--- src/rtl/csc_lct_to_gem_window.sv ---
// Projects CSC LCT keys (wiregroup + 1/8-strip xky) into GEM roll/pad search windows.
// LCTs queue in a small FIFO, then flow through two arithmetic stages to a valid/ready output.
module csc_lct_to_gem_window #(
    parameter int unsigned FIFO_DEPTH   = 4,
    parameter int unsigned MAXWIRE      = 47,
    parameter int unsigned MAXPAD       = 191,
    parameter int unsigned ME1A_XKY_MIN = 512,
    parameter logic [48:0] ROLL_EDGES   = {7'd42, 7'd36, 7'd30, 7'd24, 7'd18, 7'd12, 7'd6}
) (
    input  logic       clock,
    input  logic       reset_n,
    input  logic       evenchamber,
    input  logic       gem_match_enable,
    input  logic [4:0] gem_deltapad,
    input  logic [2:0] gem_deltawire,
    input  logic       lct0_vpf,
    input  logic [9:0] lct0_xky,
    input  logic [6:0] lct0_wire,
    input  logic       lct1_vpf,
    input  logic [9:0] lct1_xky,
    input  logic [6:0] lct1_wire,
    output logic       out_valid,
    input  logic       out_ready,
    output logic       out_lctidx,
    output logic       out_me1a,
    output logic [2:0] out_roll_lo,
    output logic [2:0] out_roll_hi,
    output logic [7:0] out_pad_lo,
    output logic [7:0] out_pad_hi,
    output logic       fifo_overflow,
    output logic [7:0] drop_count
);
    localparam int PW     = (FIFO_DEPTH > 1) ? $clog2(FIFO_DEPTH) : 1;
    localparam int CW     = PW + 1;
    localparam int STAGES = 2;

    typedef struct packed {
        logic       idx;
        logic [9:0] xky;
        logic [6:0] wg;
    } lct_entry_t;

    typedef enum logic [1:0] {IDLE, RUN, HOLD} state_t;

    lct_entry_t mem [FIFO_DEPTH];
    lct_entry_t head, e0, e1, wr_e0, wr_e1;
    logic [PW-1:0] rd_ptr, wr_ptr;
    logic [CW-1:0] count, free;
    logic [1:0]    push_cnt, drop_cnt;
    logic          adv, pop, empty;
    logic [STAGES:0] vld_pipe;
    state_t        state, state_nxt;

    // stage A / B registers
    logic       a_idx, a_me1a, b_idx, b_me1a;
    logic [7:0] a_c, b_plo, b_phi;
    logic [6:0] a_wlo, a_whi;
    logic [2:0] b_rlo, b_rhi;

    // stage A / B combinational results
    logic       sa_me1a;
    logic [7:0] sa_c, sa_c_a, sa_c_b;
    logic [6:0] sa_wlo, sa_whi;
    logic [7:0] sa_wsum;
    logic [7:0] sb_plo, sb_phi;
    logic [8:0] sb_psum;

    function automatic logic [2:0] roll_of(input logic [6:0] w);
        logic [2:0] r;
        r = 3'd0;
        for (int k = 0; k < 7; k++)
            if (w >= ROLL_EDGES[7*k +: 7]) r = r + 3'd1;
        return r;
    endfunction

    assign e0    = '{idx: 1'b0, xky: lct0_xky, wg: lct0_wire};
    assign e1    = '{idx: 1'b1, xky: lct1_xky, wg: lct1_wire};
    assign head  = mem[rd_ptr];
    assign empty = (count == '0);
    assign out_valid = vld_pipe[STAGES];
    assign adv   = !out_valid || out_ready;
    assign pop   = adv && !empty;

    // Space is judged after this cycle's pop; LCT0 wins a single free slot.
    always_comb begin
        free     = CW'(FIFO_DEPTH) - count + CW'(pop);
        push_cnt = 2'd0;
        drop_cnt = 2'd0;
        wr_e0    = e0;
        wr_e1    = e1;
        if (gem_match_enable) begin
            if (lct0_vpf && lct1_vpf) begin
                if (free >= CW'(2))      push_cnt = 2'd2;
                else if (free != '0)     begin push_cnt = 2'd1; drop_cnt = 2'd1; end
                else                     drop_cnt = 2'd2;
            end else if (lct0_vpf || lct1_vpf) begin
                wr_e0 = lct0_vpf ? e0 : e1;
                if (free != '0) push_cnt = 2'd1;
                else            drop_cnt = 2'd1;
            end
        end
    end

    always_ff @(posedge clock) begin
        if (push_cnt != 2'd0) mem[wr_ptr] <= wr_e0;
        if (push_cnt == 2'd2) mem[wr_ptr + PW'(1)] <= wr_e1;
    end

    always_comb begin
        sa_me1a = head.xky >= 10'(ME1A_XKY_MIN);
        sa_c_b  = 8'((12'(head.xky) * 12'd3) >> 3);
        sa_c_a  = 8'((head.xky - 10'(ME1A_XKY_MIN)) >> 1);
        if (sa_c_a > 8'(MAXPAD)) sa_c_a = 8'(MAXPAD);
        sa_c    = sa_me1a ? sa_c_a : sa_c_b;
        if (!evenchamber) sa_c = 8'(MAXPAD) - sa_c;
        sa_wlo  = (head.wg >= 7'(gem_deltawire)) ? head.wg - 7'(gem_deltawire) : 7'd0;
        sa_wsum = 8'(head.wg) + 8'(gem_deltawire);
        sa_whi  = (sa_wsum > 8'(MAXWIRE)) ? 7'(MAXWIRE) : sa_wsum[6:0];
    end

    always_comb begin
        sb_plo  = (a_c >= 8'(gem_deltapad)) ? a_c - 8'(gem_deltapad) : 8'd0;
        sb_psum = 9'(a_c) + 9'(gem_deltapad);
        sb_phi  = (sb_psum > 9'(MAXPAD)) ? 8'(MAXPAD) : sb_psum[7:0];
    end

    always_ff @(posedge clock or negedge reset_n) begin
        if (!reset_n) begin
            rd_ptr <= '0; wr_ptr <= '0; count <= '0;
            vld_pipe <= '0;
            a_idx <= 1'b0; a_me1a <= 1'b0; a_c <= '0; a_wlo <= '0; a_whi <= '0;
            b_idx <= 1'b0; b_me1a <= 1'b0; b_rlo <= '0; b_rhi <= '0; b_plo <= '0; b_phi <= '0;
            out_lctidx <= 1'b0; out_me1a <= 1'b0;
            out_roll_lo <= '0; out_roll_hi <= '0; out_pad_lo <= '0; out_pad_hi <= '0;
            fifo_overflow <= 1'b0; drop_count <= '0;
        end else begin
            if (pop) rd_ptr <= rd_ptr + PW'(1);
            wr_ptr <= wr_ptr + PW'(push_cnt);
            count  <= count + CW'(push_cnt) - CW'(pop);
            if (drop_cnt != 2'd0) begin
                fifo_overflow <= 1'b1;
                drop_count    <= ({1'b0, drop_count} + 9'(drop_cnt) > 9'd255) ? 8'hff
                                 : drop_count + 8'(drop_cnt);
            end
            if (adv) begin
                vld_pipe <= {vld_pipe[STAGES-1:0], !empty};
                if (!empty) begin
                    a_idx <= head.idx; a_me1a <= sa_me1a; a_c <= sa_c;
                    a_wlo <= sa_wlo;   a_whi <= sa_whi;
                end
                b_idx  <= a_idx;
                b_me1a <= a_me1a;
                b_rlo  <= a_me1a ? 3'd7 : roll_of(a_wlo);
                b_rhi  <= a_me1a ? 3'd7 : roll_of(a_whi);
                b_plo  <= sb_plo;
                b_phi  <= sb_phi;
                out_lctidx  <= b_idx;  out_me1a    <= b_me1a;
                out_roll_lo <= b_rlo;  out_roll_hi <= b_rhi;
                out_pad_lo  <= b_plo;  out_pad_hi  <= b_phi;
            end
        end
    end

    // Status-only FSM; the datapath never looks at it.
    always_ff @(posedge clock or negedge reset_n) begin
        if (!reset_n) state <= IDLE;
        else          state <= state_nxt;
    end

    always_comb begin
        state_nxt = state;
        case (state)
            IDLE: if (push_cnt != 2'd0) state_nxt = RUN;
            RUN: begin
                if (out_valid && !out_ready) state_nxt = HOLD;
                else if (empty && vld_pipe == '0 && push_cnt == 2'd0) state_nxt = IDLE;
            end
            HOLD: if (out_ready) state_nxt = RUN;
            default: state_nxt = IDLE;
        endcase
    end
endmodule

--- config.mk ---
export PLATFORM = sky130hd
export DESIGN_NAME = csc_lct_to_gem_window
export DESIGN_NICKNAME = d
export VERILOG_FILES = /design/src/rtl/csc_lct_to_gem_window.sv
export SDC_FILE = /design/constraint.sdc
export NUM_CORES = 1
export LEC_CHECK = 0
export ABC_AREA = 1
export CORE_ASPECT_RATIO = 0.8
export CORE_UTILIZATION = 53
export DETAILED_ROUTE_END_ITERATION = 7
export MAX_ROUTING_LAYER = met4
export PLACE_DENSITY_LB_ADDON = 0.25
export SYNTH_ARGS = -nofsm -noshare
export SYNTH_HDL_FRONTEND = slang
export SYNTH_SLANG_ARGS = --single-unit
--- constraint.sdc ---
create_clock -name clock -period 3.5 [get_ports clock]
set_input_delay 0.35 -clock clock [delete_from_list [all_inputs] [get_ports clock]]
set_output_delay 0.35 -clock clock [all_outputs]
set_load 0.02 [all_outputs]
# ---- Yosys cells after proc, flatten, opt, wreduce, memory -nomap -nowiden
# Memories as Yosys holds them, arrays and structs flattened.
# Cells that the tools add are included.
dict set report word_totals {
  word_cells 142
  n_memories 1
  ff_bits 91
  mem_bits_rw 72
  out_inout_bits 34
  in_bits 49
}
# memory depth word_bits rd rd_ports_with_merged_regs write_ports line
set memory_table {}
lappend memory_table {mem 4 18 1 0 2 45} ;# lct_entry_t mem [FIFO_DEPTH];
dict set report op_classes {
  n_mul 1
  reduce_logical 11
  order_cmp 22
  eq_ne 1
  n_mux 55
  n_addsub 27
  bitwise_logic 1
}
# operator n
set ops {}
lappend ops {{$mux W3} 26}
lappend ops {{$mux W18} 4}
lappend ops {{$mux W8} 6}
lappend ops {{$ge A7 B5 Y1 const B} 6}
lappend ops {{$add A3 B1 Y3 const B} 12}
lappend ops {{$ge A7 B6 Y1 const B} 4}
lappend ops {{$gt A9 B8 Y1 const B} 2}
lappend ops {{$ge A7 B3 Y1 const B} 2}
lappend ops {{$ge A7 B4 Y1 const B} 2}
lappend ops {{$mux W2} 7}
lappend ops {{$mux W7} 2}
lappend ops {{$mul A10 B2 Y11 const B} 1}
lappend ops {{$ge A10 B10 Y1 const B} 1}
lappend ops {{$mux W1} 10}
lappend ops {{$add A8 B2 Y9} 1}
lappend ops {{$add A8 B5 Y9} 1}
lappend ops {{$sub A9 B1 Y9 const B} 1}
lappend ops {{$add A7 B3 Y8} 1}
lappend ops {{$add A8 B2 Y8} 1}
lappend ops {{$ge A8 B5 Y1} 1}
lappend ops {{$gt A8 B6 Y1 const B} 1}
lappend ops {{$gt A8 B8 Y1 const B} 1}
lappend ops {{$sub A8 B5 Y8} 1}
lappend ops {{$sub A8 B8 Y8 const A} 1}
lappend ops {{other kinds (18)} 23}

# ---- Logic depth before layout (Yosys ltp)
# Gate-level depths: netlist (run 1).
dict set report logic_depth {
  ltp_word 21
  depth_mapped 23
  ltp_nobuf 23
}

# ---- Least setup slack after synthesis (run 1)
# OpenSTA, ideal clock, no wires.
dict set report synth_timing {
  path_kind {reg-to-reg}
  start {reg vld_pipe[2]}
  end {reg count[2]}
  arrival_ns 3.542
  synth_period_minus_slack_ns 3.670
  path_buffers 1
  required_time_ns 3.371
  setup_time_ns 0.129
  stages_incl_launch_ff 23
  setup_slack_ns -0.170
  cell_sequence {dfrtp_1 -> inv_1 -> nor2_2 -> inv_2 -> o31ai_1 -> clkbuf_1 -> ha_1 -> inv_1 -> ha_1 -> xor2_1 -> nor2_1 -> inv_1 -> nand2_2 -> inv_1 -> nor3_4 -> inv_2 -> ha_1 -> inv_1 -> ha_1 -> inv_1 -> fa_1 -> xnor2_1 -> xor2_1}
}
dict set report synth_between {
  elab_chain_cells 11
  elab_cells_between_ends 13
  cone_classes {add/sub: 3; order compare: 1; mux: 5; reduce/logical: 4}
}
# element line
set synth_rtl {}
lappend synth_rtl {{from (decl)} 51} ;# logic [STAGES:0] vld_pipe;
lappend synth_rtl {{from (signal assigned)} 146} ;# vld_pipe <= {vld_pipe[STAGES-1:0], !empty};
lappend synth_rtl {{$logic_not A1 Y1 (*)} 81} ;# assign adv = !out_valid || out_ready;
lappend synth_rtl {{$logic_or A1 B1 Y1 (*)} 81}
lappend synth_rtl {{$logic_and A1 B1 Y1 (*)} 82} ;# assign pop = adv && !empty;
lappend synth_rtl {{parallel branches: the longest is 7 deep, another holds $add A3 B1 Y3} --}
lappend synth_rtl {{$sub A3 B1 Y3 (*)} 139} ;# count <= count + CW'(push_cnt) - CW'(pop);
lappend synth_rtl {{to (signal assigned)} 139}
lappend synth_rtl {{to (decl)} 48} ;# logic [CW-1:0] count, free;
# Mark *: on every way between the ends.
# A chain may end at the register's enable or synchronous reset.

# ---- Worst setup path in the final report (run 1)
dict set report layout_timing {
  start {reg a_whi[6]}
  end {reg b_rhi[2]}
}
dict set report layout_between {
  elab_chain_cells 21
  elab_cells_between_ends 27
  cone_classes {add/sub: 6; order compare: 7; mux: 14}
}
# element line
set layout_rtl {}
lappend layout_rtl {{from (decl)} 57} ;# logic [6:0] a_wlo, a_whi;
lappend layout_rtl {{from (signal assigned)} 149} ;# a_wlo <= sa_wlo; a_whi <= sa_whi;
lappend layout_rtl {{$ge A7 B3 Y1} 72} ;# if (w >= ROLL_EDGES[7*k +: 7]) r = r + 3'd1;
lappend layout_rtl {{$mux W1} 72}
lappend layout_rtl {{$mux W3} 145} ;# if (adv) begin
lappend layout_rtl {{$add A3 B1 Y3} 72}
lappend layout_rtl {{$mux W3} 72}
lappend layout_rtl {{$mux W3} 145}
lappend layout_rtl {{$add A3 B1 Y3} 72}
lappend layout_rtl {{$mux W3} 72}
lappend layout_rtl {{[... 5 more ...]} --}
lappend layout_rtl {{$mux W3} 72}
lappend layout_rtl {{$mux W3} 145}
lappend layout_rtl {{$add A3 B1 Y3} 72}
lappend layout_rtl {{$mux W3} 72}
lappend layout_rtl {{$mux W3} 145}
lappend layout_rtl {{$add A3 B1 Y3} 72}
lappend layout_rtl {{$mux W3 (*)} 72}
lappend layout_rtl {{$mux W3 (*)} 154} ;# b_rhi <= a_me1a ? 3'd7 : roll_of(a_whi);
lappend layout_rtl {{to (signal assigned)} 154}
lappend layout_rtl {{to (decl)} 58} ;# logic [2:0] b_rlo, b_rhi;
# Mark *: on every way between the ends. The rest lies on a longest branch, timed or not. The select of a mux whose other input is x is not followed.

==> impl_metrics.env, run 1 <==
export IMPL_total_power_mw=13.3
export IMPL_rsz_0062_raised_after_global_routing="yes"
export IMPL_holdCritPathClass="primary input to async pin"
export IMPL_cp_top_family="adder cells"
export IMPL_cts_htree_levels=4
export IMPL_cts_buffers=17
export IMPL_violations_in_the_final_reports="setup timing"
export IMPL_synth_top_cell_area_share_pct=23.5
export IMPL_via_count=8057
export IMPL_drive_gt1_share_pct=14.3
export IMPL_timing_final_setup_violations=1
export IMPL_vdd_ir_drop_max_uv=571
export IMPL_ys_seq_elements=161
export IMPL_yosysWarnings=0
export IMPL_detailedRoute_firstPassIterationCount=6
export IMPL_initial_utilization_pct=54.4
export IMPL_max_freq_mhz=285
export IMPL_utilization_pct=66.9
export IMPL_avgViaCountPerCell=5.49
export IMPL_postLayoutSetupSlackWorst_ns=-0.00592
export IMPL_first_global_vias=7881
export IMPL_drv_cap=0
export IMPL_critPathSlowestCell="dfrtp_1"
export IMPL_outcome="finished, violations left"
export IMPL_final_non_filler_cell_area_um2=11700
export IMPL_synth_edf_count=68
export IMPL_coreArea_um2=17400
export IMPL_netlist_cell_type_count=52
export IMPL_post_synth_top_count_cell="nand2_1"
export IMPL_grt_start_max_net_pins=75
export IMPL_fp_dieArea_um2=18400
export IMPL_hpwl_um=15200
export IMPL_synth_yosys_seq_area_share_pct=45.8
export IMPL_cellLeakagePower_nw=5.34
export IMPL_boundaryPins=83
export IMPL_detail_route_drc_violations=0
export IMPL_maxSlewHeadroom_pct=37.3
export IMPL_clk_insertion_delay_late_ns=0.43
export IMPL_finClkSkew_ns=0.00980
export IMPL_nets=1334
export IMPL_required_time_of_the_worst_setup_path_ns=3.82
export IMPL_arrival_ns=3.82
export IMPL_ys_dominant_reg_cell="dfrtp_1"
export IMPL_tritoncts="built"
export IMPL_gp_routability_congestion=0.900
export IMPL_power_per_cell_area_nw_per_um2=1140
export IMPL_period_needed_ns=3.51
export IMPL_drt_wl_total_um=22500
export IMPL_post_cts_hold_buffer_count=0
export IMPL_grt_pass1_wl_um=37400
export IMPL_clockRootBuffer="clkbuf_16"
export IMPL_cp_cell_sequence="nor2_4, buf_6, o21ai_2, nor2_4, ha_4, xor2_4, ha_1, mux2_4, ha_4, nand2_2, nand2_1, ha_1, nor2_2, a31oi_4, ha_2, nand2_2, xnor2_2, xor2_1, o22ai_1, inv_1"
export IMPL_synth_compound_area_share_pct=14.8
export IMPL_worst_setup_path_type="flop to flop"
export IMPL_hold_viol_final=0
export IMPL_synth_fa_ha_area_share_pct=7.86
export IMPL_critical_path_max_stage_delay_ns=0.40
export IMPL_worst_slew_pin_transition_ns=0.941
export IMPL_synth_xor_area_share_pct=3.96
export IMPL_die_width_um=152
export IMPL_end_kind="flop"
export IMPL_initial_antenna_violation_count=0
export IMPL_pre_cts_ws_ns=-0.0967
export IMPL_post_synth_cell_area_avg_um2=8.60
export IMPL_synthesized_cell_area_um2=9490
export IMPL_crit_buf_inv=2
export IMPL_timing_final_crit_share_pct=100
export IMPL_numClockSinks=161
export IMPL_basic_gate_share_of_the_synthesized_area_counting_and_or_nand_and_nor_cells_pct=19.1
export IMPL_antenna_violating_nets_post_route=0
export IMPL_cell_area_after_placement_um2=10800
export IMPL_synthMuxAreaShare_pct=0.119
export IMPL_die_y_um=122
export IMPL_synth_net_count=1208
export IMPL_start_kind="flop"
export IMPL_final_antenna_diode_count=0
export IMPL_synthToLayoutAreaGrowth_pct=22.9
export IMPL_synth_top_family_by_area="simple AND/OR/NAND/NOR gates"
export IMPL_yosysTopAreaCell="dfrtp_1"
export IMPL_rows=43
export IMPL_post_synth_main_area_contributors="dfrtp_1, edfxtp_1, nand2_1"
export IMPL_synth_cells=1103
export IMPL_drt_iter0_drc=554
export IMPL_grt_util_all_layers_pct=26.8
export IMPL_grt_ovfl_total=0
export IMPL_avgRoutedWirePerCell_um=15.3
export IMPL_port_buffers=82
export IMPL_clockBufferDepth=2
export IMPL_synth_common_cells="nand2_1, inv_1, dfrtp_1"
export IMPL_worst_setup_hold_path_clk_slew_ns=0.06
export IMPL_async_flop_share_pct=55.3
export IMPL_final_max_slew_viol_count=0
export IMPL_timing_critical_path_fanout_max=2
-- sequential cells by signal, indices dropped and copies added, names as in the netlist, 2 cells and up --
| signal | cells |
|---|---|
| mem | 72 |
| a_c | 8 |
| b_phi | 8 |
| b_plo | 8 |
| drop_count | 8 |
| out_pad_hi | 8 |
| out_pad_lo | 8 |
| a_whi | 6 |
| a_wlo | 6 |
| b_rhi | 3 |
| b_rlo | 3 |
| count | 3 |
| out_roll_hi | 3 |
| out_roll_lo | 3 |
| vld_pipe | 3 |
| rd_ptr | 2 |
| wr_ptr | 2 |
-- cell families after synthesis --
kind of cell             after synthesis
AO/OA/AOI/OAI                        232
flip-flops                           161
AND/OR/NAND/NOR                      427
multiplexers                           1
adder cells (fa/ha/maj)               56
XOR/XNOR                              39
buffers and inverters                187
-- per-stage QoR --
| step | TNS, ns | cells | hold WS [ns] |
|---|---|---|---|
| after floorplan | 0 | 1103 | 0.0544 |
| after global placement | 0 | 1418 | 0.442 |
| after detailed placement | -0.311 | 1418 | 0.443 |
| after CTS | 0 | 1460 | 0.0957 |
| after global routing | -0.399 | 1467 | 0.144 |
| final | -0.00592 | 1467 | 0.0465 |
-- cell type report --
type | count | area (um^2)
sequential | 161 | 4350
clock inverter | 9 | 128
clock buffer | 23 | 497
tap | 225 | 282
inverter | 150 | 563
multi-input combinational | 755 | 4530
fill | 1429 | 5770
timing repair buffer | 144 | 1320
-- report_power, final --
group / switching (mW) / internal (mW)
clock network: 0.747 / 1.22
logic: 4.82 / 3.34
registers: 0.373 / 2.77
-- worst reg2reg max path, delay by kind of cell (launching register included) --
kind	cells	cell delay [ns]
fa+ha+maj	5	1.24
simple gates	6	0.51
xor+xnor	3	0.43
flops	1	0.40
compound gates	3	0.39
mux	1	0.28
buf+inv	2	0.16
-- worst paths after layout --
kind	from	slack (ns)	depth (start not counted)	endpoint
worst max-delay path	a_whi[6]$_DFFE_PN0P_	-0.006	20	b_rhi[2]$_DFFE_PN0P_
worst min-delay path	reset_n	0.05	1	out_roll_hi[0]$_DFFE_PN0P_
worst max register to register	a_whi[6]$_DFFE_PN0P_	-0.006	20	b_rhi[2]$_DFFE_PN0P_
worst min register to register	b_plo[2]$_DFFE_PN0P_	0.47	2	out_pad_lo[2]$_DFFE_PN0P_
max in group asynchronous	reset_n	2.64	2	a_wlo[6]$_DFFE_PN0P_
min in group clock	b_plo[2]$_DFFE_PN0P_	0.47	2	out_pad_lo[2]$_DFFE_PN0P_
-- per-layer routing --
layer,track usage (%),wire length (um)
met5,-,0
met4,6.93,386
met3,5.39,1570
met2,41.9,10600
met1,35.9,9910
-- timing repair --
action	CTS	global route
endpoints found under the hold margin	0	0
buffers inserted	10	8
endpoints found under the setup margin	2	12
gates resized for setup	12	24
pin swaps	9	16
-- layout by cell type, fill, tap and decap left out, drive strengths merged, types with 42 or more instances in the layout --
cell type	count
nand3	63
inv	149
o22ai	77
edfxtp	68
dfrtp	89
o21ai	77
ha	50
clkdlybuf4s50	81
buf	63
nor2	51
a21oi	42
nand2	300
Note: power is estimated with default switching activity, not from simulation.
==> run 2, diff against run 1 <==
--- a/config.mk
+++ b/config.mk
@@ -10,7 +10,7 @@
 export CORE_UTILIZATION = 53
 export DETAILED_ROUTE_END_ITERATION = 7
 export MAX_ROUTING_LAYER = met4
-export PLACE_DENSITY_LB_ADDON = 0.25
+export PLACE_DENSITY = 0.86
 export SYNTH_ARGS = -nofsm -noshare
 export SYNTH_HDL_FRONTEND = slang
 export SYNTH_SLANG_ARGS = --single-unit
==> run 2 against run 1 <==
Against the previous run:
- the run still ends with setup timing left
- wire length increased by 6.8%
- worst setup slack got worse by 0.079 ns
- count of clock-buffer cells in the layout decreased by 3
- global-route usage increased by 0.56 points
- cell area increased by 0.14%
- power increased by 1.9%
- critical path depth increased by 1
- critical endpoint is now b_rlo[2]$_DFFE_PN0P_
==> impl_metrics.env, run 2 (synthesis results as in run 1) <==
export IMPL_finalNonFillerCells=1463
export IMPL_worst_setup_path_type="flop to flop"
export IMPL_vdd_ir_drop_max_uv=517
export IMPL_holdCritPathClass="primary input to async pin"
export IMPL_first_global_vias=8099
export IMPL_rsz_0062_raised_after_global_routing="yes"
export IMPL_detailroute_wirelength_met3_um=1610
export IMPL_most_common_layout_cells="nand2_1, inv_1, dfrtp_1"
export IMPL_start_kind="flop"
export IMPL_p_int_mw=7.22
export IMPL_boundaryPins=83
export IMPL_clk_insertion_delay_late_ns=0.43
export IMPL_maxSlewHeadroom_pct=27.7
export IMPL_rows=43
export IMPL_violations_in_the_final_reports="setup timing"
export IMPL_gp_routability_congestion=0.917
export IMPL_wl_met1_um=10200
export IMPL_nets=1330
export IMPL_timing_critical_path_fanout_max=4
export IMPL_outcome="finished, violations left"
export IMPL_antenna_violating_nets_post_route=0
export IMPL_worst_slew_pin_transition_ns=1.07
export IMPL_utilization_pct=67.0
export IMPL_final_non_filler_cell_area_um2=11700
export IMPL_grt_start_max_net_pins=73
export IMPL_cellLeakagePower_nw=5.30
export IMPL_cell_area_after_placement_um2=10700
export IMPL_hold_viol_final=0
export IMPL_grt_pass1_wl_um=38300
export IMPL_coreArea_um2=17400
export IMPL_clockRootBuffer="clkbuf_16"
export IMPL_tritoncts="built"
export IMPL_grt_ovfl_total=0
export IMPL_numClockSinks=161
export IMPL_power_clock_fraction_pct=13.1
export IMPL_top_layer_used="met4"
export IMPL_switchingPower_mw=6.30
export IMPL_detailedRoute_firstPassIterationCount=5
export IMPL_synthToLayoutAreaGrowth_pct=23.1
export IMPL_numPlacedInstances=1412
export IMPL_postLayoutSetupSlackWorst_ns=-0.0847
export IMPL_drt_iter0_drc=743
export IMPL_die_y_um=122
export IMPL_fill_cells=1317
export IMPL_fp_dieArea_um2=18400
export IMPL_power_per_cell_area_nw_per_um2=1160
export IMPL_initial_antenna_violation_count=0
export IMPL_worst_setup_hold_path_clk_slew_ns=0.07
export IMPL_timing_final_setup_violations=3
export IMPL_arrival_ns=3.85
export IMPL_initial_utilization_pct=54.4
export IMPL_timing_final_crit_share_pct=102
export IMPL_drive_gt1_share_pct=14.9
export IMPL_clockBufferDepth=2
export IMPL_required_time_of_the_worst_setup_path_ns=3.77
export IMPL_period_needed_ns=3.58
export IMPL_power_share_sequential_pct=23.5
export IMPL_largest_register_ff_count=72
export IMPL_drt_wl_total_um=24000
export IMPL_avgViaCountPerCell=5.69
export IMPL_dr_wl_met2_um=11800
export IMPL_detail_route_drc_violations=0
export IMPL_avgRoutedWirePerCell_um=16.4
export IMPL_die_width_um=152
export IMPL_cts_buffers=17
export IMPL_via_count=8328
export IMPL_end_kind="flop"
export IMPL_post_cts_hold_buffer_count=0
export IMPL_regMostFlops="mem"
export IMPL_drv_cap=0
export IMPL_hpwl_um=15500
export IMPL_final_antenna_diode_count=0
export IMPL_swShare_pct=46.6
export IMPL_layout_cells_most_common="nand2_1"
export IMPL_grt_util_all_layers_pct=27.4
export IMPL_fin_worst_hold_slack_ns=0.0518
export IMPL_cts_htree_levels=4
export IMPL_port_buffers=82
export IMPL_finClkSkew_ns=0.0119
export IMPL_final_max_slew_viol_count=0
export IMPL_max_freq_mhz=279
export IMPL_pwr_share_comb_pct=63.4
-- run 2: changes by cell type in the layout (fill, tap and decap cells not counted), moves of 3 or more --
cell and delta:
nand2_4 +3, ha_1 -4, bufinv_16 -3, inv_6 +3, buf_4 -3, ha_4 +4
-- run 2: what timing repair did --
action | CTS | global route
endpoints found under the setup margin | 2 | 4
setup buffers | 12 | 7
gates resized for setup | 11 | 40
pin swaps | 17 | 24
-- run 2: critical path: stages, from the launching register on --
cell and delay [ns]:
dfrtp_2 0.40, buf_4 0.12, inv_2 0.08, o21ai_4 0.27, inv_2 0.09, o21ai_4 0.13
nor2_2 0.09, a21oi_2 0.22, ha_4 0.25, nand2_4 0.06, nand2_2 0.07, ha_4 0.27
nor2_2 0.03, a31oi_2 0.17, ha_1 0.26, nand2_1 0.09, nand2_2 0.07, ha_2 0.18
nand2_2 0.07, xor2_2 0.15, xor2_1 0.23, a22oi_1 0.11
-- run 2: power by group through the flow --
stage               sequential, mW  clock, mW  combinational (mW)
finish                        3.18       1.78                8.57
global route                  3.25       1.88                9.49
CTS                           3.16       1.79                7.56
floorplan                     3.28          0                5.07
global placement              3.15          0                6.80
detailed placement            3.18          0                7.07
-- run 2: path summary, 6_finish.rpt --
check                      slack (ns)                     from                          to  depth (start not counted)
hold / removal                   0.05                  reset_n  out_roll_hi[0]$_DFFE_PN0P_                          1
setup / recovery                -0.08     a_wlo[4]$_DFFE_PN0P_        b_rlo[2]$_DFFE_PN0P_                         21
min in group clock               0.46  mem[3][17]$_SDFFE_PP1P_     mem[3][17]$_SDFFE_PP1P_                          2
max in group asynchronous        2.65                  reset_n   drop_count[1]$_DFFE_PN0P_                          2
setup reg to reg                -0.08     a_wlo[4]$_DFFE_PN0P_        b_rlo[2]$_DFFE_PN0P_                         21
hold reg to reg                  0.46  mem[3][17]$_SDFFE_PP1P_     mem[3][17]$_SDFFE_PP1P_                          2
-- run 2: layout make-up --
cell class / instances / area [um^2] / area share (%)
multi-input combinational: 755 / 4630 / 39.6
sequential: 161 / 4350 / 37.3
timing repair buffer: 140 / 1290 / 11.1
inverter: 150 / 563 / 4.82
clock buffer: 20 / 468 / 4.01
tap: 225 / 282 / 2.41
clock inverter: 12 / 95.1 / 0.814
-- run 2: through the flow --
stage / TNS [ns] / setup slack [ns] / power (mW)
finish: -0.188 / -0.0847 / 13.5
global route: -0.541 / -0.206 / 14.6
CTS: -0.0293 / -0.0293 / 12.5
detailed placement: -0.318 / -0.168 / 10.2
global placement: -0.0126 / -0.0126 / 9.95
floorplan: 0 / 0.00891 / 8.36
-- run 2: per-layer routing --
layer | vias up | global-route usage [%]
met4 | 0 | 8.66
met2 | 363 | 44.3
met1 | 3965 | 35.2
met3 | 42 | 4.64
li1 | 3958 | -
met5 | - | -
